### config.mk
export PLATFORM = sky130hd
export DESIGN_NAME = mem_sram_bus_adapter
export DESIGN_NICKNAME = d
export VERILOG_FILES = /design/src/rtl/mem_sram_pkg.sv /design/src/rtl/mem_sram_bus_adapter.sv
export SDC_FILE = /design/constraint.sdc
export NUM_CORES = 1
export LEC_CHECK = 0
export BUFFER_PORTS_ARGS = -buffer_cell sky130_fd_sc_hd__buf_2
export CORE_AREA = 8 8 131 133
export DETAILED_ROUTE_END_ITERATION = 10
export DIE_AREA = 0 0 139 141
export GPL_ROUTABILITY_DRIVEN = 0
export PLACE_DENSITY = 0.53
export SETUP_SLACK_MARGIN = 0.3
export SLEW_MARGIN = 15
export SYNTH_ARGS = -nofsm -noshare
export SYNTH_HDL_FRONTEND = slang
export SYNTH_SLANG_ARGS = --single-unit
### constraint.sdc
create_clock -name g_clk -period 1.5 [get_ports g_clk]
set_clock_uncertainty 0.2 [all_clocks]
set_input_delay 0.15 -clock g_clk [delete_from_list [all_inputs] [get_ports g_clk]]
set_output_delay 0.15 -clock g_clk [all_outputs]
set_load 0.02 [all_outputs]
### src/rtl/mem_sram_pkg.sv
// Shared types and helpers for the core-port to SRAM bus adapter.
// The MEM_SRAM_BUS_ADAPTER_RANGE_CHECK_EN build uses mem_range_ok() to reject out-of-range addresses.
package mem_sram_pkg;

  localparam int unsigned MEM_WIDTH = 64;
  localparam int unsigned BYTES     = MEM_WIDTH / 8;
  localparam int unsigned OFFW      = $clog2(BYTES);

  typedef enum logic {
    IDLE = 1'b0,
    RESP = 1'b1
  } state_e;

  // True when the byte address falls inside an SRAM of 'limit' bytes.
  function automatic logic mem_range_ok(input logic [63:0] addr, input logic [63:0] limit);
    return (addr < limit);
  endfunction

endpackage

### src/rtl/mem_sram_bus_adapter.sv
// Bridges a req/gnt + recv/ack core memory port onto a single-port, 1-cycle-latency SRAM.
// Optional feature macro: MEM_SRAM_BUS_ADAPTER_RANGE_CHECK_EN (out-of-range requests answer with an error).
module mem_sram_bus_adapter
  import mem_sram_pkg::*;
#(
  parameter int unsigned WIDTH = 64,
  parameter int unsigned DEPTH = 1024,
  parameter int unsigned AW    = 64,
  parameter int unsigned SAW   = $clog2(DEPTH)
) (
  input  logic                 g_clk,
  input  logic                 g_reset,
  input  logic                 mem_req,
  output logic                 mem_gnt,
  input  logic                 mem_wen,
  input  logic [WIDTH/8-1:0]   mem_strb,
  input  logic [AW-1:0]        mem_addr,
  input  logic [WIDTH-1:0]     mem_wdata,
  output logic                 mem_recv,
  input  logic                 mem_ack,
  output logic                 mem_error,
  output logic [WIDTH-1:0]     mem_rdata,
  output logic                 sram_cen,
  output logic [WIDTH/8-1:0]   sram_wstrb,
  output logic [SAW-1:0]       sram_addr,
  output logic [WIDTH-1:0]     sram_wdata,
  input  logic [WIDTH-1:0]     sram_rdata,
  input  logic                 sram_err
);

  localparam int unsigned NBYTES = WIDTH / 8;
  localparam int unsigned OFF    = $clog2(NBYTES);

  state_e           state_q, state_d;
  logic             accept;
  logic             range_ok;
  logic             fresh_q;
  logic             rd_q;
  logic             rerr_q;
  logic [WIDTH-1:0] rdata_hold_q;
  logic             err_hold_q;
  logic [WIDTH-1:0] rdata_now;
  logic             err_now;
  logic             addr_unused;

`ifdef MEM_SRAM_BUS_ADAPTER_RANGE_CHECK_EN
  assign range_ok = mem_range_ok(64'(mem_addr), 64'(DEPTH) * 64'(NBYTES));
  assign addr_unused = ^mem_addr[OFF-1:0];
`else
  assign range_ok = 1'b1;
  assign addr_unused = ^{mem_addr[AW-1:SAW], mem_addr[OFF-1:0]};
`endif

  // Byte address is truncated to the SRAM window with the word offset zeroed.
  assign sram_addr  = {mem_addr[SAW-1:OFF], {OFF{1'b0}}};
  assign sram_wdata = mem_wdata;

  always_comb begin
    mem_gnt    = 1'b0;
    accept     = 1'b0;
    sram_cen   = 1'b0;
    sram_wstrb = '0;
    state_d    = state_q;

    mem_gnt  = !g_reset && ((state_q == IDLE) || mem_ack);
    accept   = mem_req && mem_gnt;
    sram_cen = accept && range_ok;
    if (sram_cen && mem_wen) begin
      sram_wstrb = mem_strb;
    end

    case (state_q)
      IDLE: if (accept) state_d = RESP;
      RESP: if (mem_ack && !accept) state_d = IDLE;
      default: state_d = IDLE;
    endcase
  end

  // The cycle after accept shows the SRAM output directly; later cycles replay the captured copy.
  always_comb begin
    rdata_now = '0;
    err_now   = 1'b0;
    if (rd_q && !rerr_q) begin
      rdata_now = sram_rdata;
    end
    err_now   = rerr_q | sram_err;
    mem_recv  = (state_q == RESP);
    mem_rdata = fresh_q ? rdata_now : rdata_hold_q;
    mem_error = fresh_q ? err_now : err_hold_q;
  end

  always_ff @(posedge g_clk) begin
    if (g_reset) begin
      state_q      <= IDLE;
      fresh_q      <= 1'b0;
      rd_q         <= 1'b0;
      rerr_q       <= 1'b0;
      rdata_hold_q <= '0;
      err_hold_q   <= 1'b0;
    end else begin
      state_q <= state_d;
      fresh_q <= accept;
      if (accept) begin
        rd_q   <= !mem_wen;
        rerr_q <= !range_ok;
      end
      if (fresh_q) begin
        rdata_hold_q <= rdata_now;
        err_hold_q   <= err_now;
      end
    end
  end

endmodule

**Word-level counts from Yosys, hierarchy flattened**

Index checks and enable logic that the tools add are counted.
W data, S select, Z words.

- Register bits after elaboration: 68
- Bits in latches: 0
- Bits in writable memories: 0
- Bits in read-only memories: 0
- Word-level logic and storage cells: 21
- Memories kept: 0

- $add $sub $neg: 0
- Multiply operators: 0
- Divide/modulo/power cells: 0
- Order comparisons: 0
- Eq/ne operators: 0
- Shift-type cells: 0
- Muxes and demuxes: 7
- Bitwise operators: 1
- Reduce and logical (&&, ||, !) cells: 8

Operators with widths:

| kind | number |
|---|---|
| $mux W64 | 2 |
| $mux W8 | 1 |
| $logic_and A1 B1 Y1 | 4 |
| $logic_not A1 Y1 | 3 |
| $mux W1 | 3 |
| $pmux W1 S2 | 1 |
| $logic_or A1 B1 Y1 | 1 |
| $not A1 Y1 | 1 |

**Depth between registers and ports, before layout**

- Depth after elaboration: 8
- Mapped depth: 5
- Mapped depth without buffers: 3

**Worst setup path before layout**

Ideal clock, no wire load.

- Kind: register -> register
- From: register fresh_q
- To: register rdata_hold_q[62]
- Arrival time: 1.192 ns
- Required time: 1.234 ns
- Path slack: 0.042 ns
- Cell stages (with the launch flop): 4
- Buffers on the path: 1
- Cells stage by stage: dfxtp_1 buf_2 o21ai_0 nor2b_1

- Longest elaborated chain between the ends: 1

Ends and longest elaborated chain:

| element | RTL line | text |
|---|---|---|
| start, declared | mem_sram_bus_adapter.sv:37 | `logic fresh_q;` |
| start signal, assigned | mem_sram_bus_adapter.sv:102 | `fresh_q <= accept;` |
| $mux W64 | - |  |
| via mem_rdata[62] | mem_sram_bus_adapter.sv:22 | `output logic [WIDTH-1:0] mem_rdata,` |
| end signal, assigned | mem_sram_bus_adapter.sv:108 | `rdata_hold_q <= rdata_now;` |
| end, declared | mem_sram_bus_adapter.sv:40 | `logic [WIDTH-1:0] rdata_hold_q;` |

The timed path passes the listed nets, and every way through them passes these cells.
A chain may end at the register's enable or synchronous reset.

**Worst setup path after layout**

- From: register fresh_q
- To: output mem_rdata[40]

- Longest elaborated chain between the ends: 1

Ends and longest elaborated chain:

| element | RTL line |
|---|---|
| $mux W64 | - |
| end, declared | mem_sram_bus_adapter.sv:22 |

Every way passes these cells.

==> metrics.txt <==
Hold Crit Class=primary input to flip-flop; hold bufs inserted after CTS=2; final setup margin=-294 ps; Num Clock Sinks=68; Core Area=15,000 µm²; Worst setup SP type=flip-flop; Lkg Pwr=2.72 nW; area fraction of the dominant cell type after synthesis=0.401; YS warnings=0; I/O pins=356; post-synth top area cell=dfxtp_1; top-count cell post-synth=nand2_1; dpl cell area=4130 µm²; Final ANT Viol Nets=0; pin count of the biggest net entering global routing=36; synthesized area=3390 µm²; Initial Utilization=0.227; initial antenna violation count=1; Final Instance Area=5790 µm²; Hold Fails Final Rpt=59; simple-gate share of the synthesized area=0.291; XOR/XNOR Fraction of Synth Area=0; H-tree Lvls=3; Final TNS setup=-18,070 ps; max-cap violation count=0; total grt overflow=0; Post-synth EDFFs=0; Achievable Freq=557 MHz; RSZ-0062 raised after global routing=true; Seq cells post-synth=68; area growth from synthesis to layout=70.6%; standard-cell row count=45; Num CTS Buffers=9; DIE AREA=19,600 µm²; worst-path maximum fanout=8; routed wire length per instance=15.4 µm; CTS tree=done; failing checks=hold timing, setup timing; Setup CP Type=flip-flop to primary output; share of layout cells above drive strength 1=0.685; diodes inserted=0; Design Power=4.63 mW; asr flop ratio synth=0; initial drt markers=80; largest family of logic cells by synthesized area=simple AND/OR/NAND/NOR gates; sequential fraction of the synthesis area=0.401; Vias=3,147; Routed WL=11,600 µm; die height=141 µm; clk buf depth=2; synth top area cells=dfxtp_1, buf_4, nand2_1; Critical Path AT=1440 ps; min Tclk post-route=1790 ps; Mean Syn Cell Area=7.68 µm²; final setup fails=77; Layout Utilization=0.387; total track usage=0.110; vias in the first global route=3,372; Pwr Density=799 nW/µm²; I/O Buffers=153; Post-Synthesis Cells=442; Slew Viols, Final=0; residual DRC count=0; fin crit share=1.20; Adder-Cell Fraction of Synth Area=0; Setup crit end kind=primary output; Commonest cells post-synth=nand2_1, buf_4, dfxtp_1; post-DP HPWL=7180 µm; WHS=-127 ps; outcome=finished, violations left; clk_lat worst skew=340 ps; Nets=763; Die Span X=139 µm; post-synthesis compound-gate area fraction=0.0985; DR vias/cell=4.20; peak supply drop=0.599 mV; Reg clk slew, reported paths=50 ps; clock root buffer master=clkbuf_16; TritonRoute pass-1 iters=3; first-pass GRT wire length=17,000 µm; synth unique cells=19; multiplexer share of the synthesized area=0.00332; Most used DFF post-synth=dfxtp_1; WP data required=1150 ps
[through the flow]
step           worst slack [ps]  hold WS [ps]  std cells
2_1_floorplan               235          52.2        444
3_3_place_gp               29.9           100        699
3_5_place_dp               13.7           100        699
4_1_cts                    -314          -151        731
5_1_grt                    -366          -143        750
6_report                   -294          -127        750
[final timing paths]
kind	start	endpoint	slack (ps)	depth (start not counted)
hold / removal	sram_rdata[0]	rdata_hold_q[0]	-130	3
hold reg to reg	rdata_hold_q[30]	rdata_hold_q[30]	290	2
setup reg to reg	fresh_q	rdata_hold_q[40]	0	7
setup / recovery	fresh_q	mem_rdata[40]	-290	6
[what timing repair did]
action	CTS	global route
pin swaps	28	49
cloned	3	3
endpoints found under the setup margin	139	141
endpoints found under the hold margin	68	59
buffers inserted	11	16
resized for setup	205	93
[worst max-delay path: stages, from the launching register on]
cell     delay, ps
dfxtp_4        360
and2_4         190
buf_12         130
buf_16         170
nand2_4         80
nand2_4         60
buf_6          110
[metal layers]
metal | share of wire | track usage
met5 | 0.0010 | 0
met4 | 0.016 | 0.0399
met3 | 0.099 | 0.0682
met2 | 0.52 | 0.189
met1 | 0.36 | 0.105
[state kept, by name, summed over array words and instances, names as in the netlist]
register and count:
rdata_hold_q 64, err_hold_q 1, fresh_q 1, mem_recv 1, rd_q 1
[layout make-up]
class | count | area, µm²
Fill cell | 1480 | 9190
Multi-Input combinational cell | 278 | 2060
Timing Repair Buffer | 198 | 1840
Sequential cell | 68 | 1370
Clock buffer | 14 | 264
Tap cell | 188 | 235
Clock inverter | 2 | 10.0
Inverter | 2 | 7.51
[where the power goes]
group | switching [mW] | internal [mW] | total, mW
clock | 0.769 | 1.20 | 1.97
sequential | 0.0146 | 1.84 | 1.86
combinational | 0.400 | 0.394 | 0.793
[kinds of logic (layout without fill, tap and decap cells)]
kind of cell,count (synthesis),after routing
AO/OA/AOI/OAI,66,66
buffers and inverters,98,216
flip-flops,68,68
multiplexers,1,1
other,1,3
AND/OR/NAND/NOR,208,208
[cells in the final DEF, fill, tap and decap left out, drive strengths merged]
cell type    netlist  layout
nand2            124     124
dlygate4sd3        0       2
a21oi             63      63
o21ai              2       2
a311oi             1       1
dfxtp             68      68
and4b              1       1
clkbuf            14      16
nor2b              4       4
mux2               1       1
nor3b              2       2
nand2b            63      63
nand3              2       2
clkinv             0       2
and2               9       9
conb               1       3
inv                2       2
nor2               3       3
buf               82     194
Note: power is estimated with default switching activity, not from simulation.
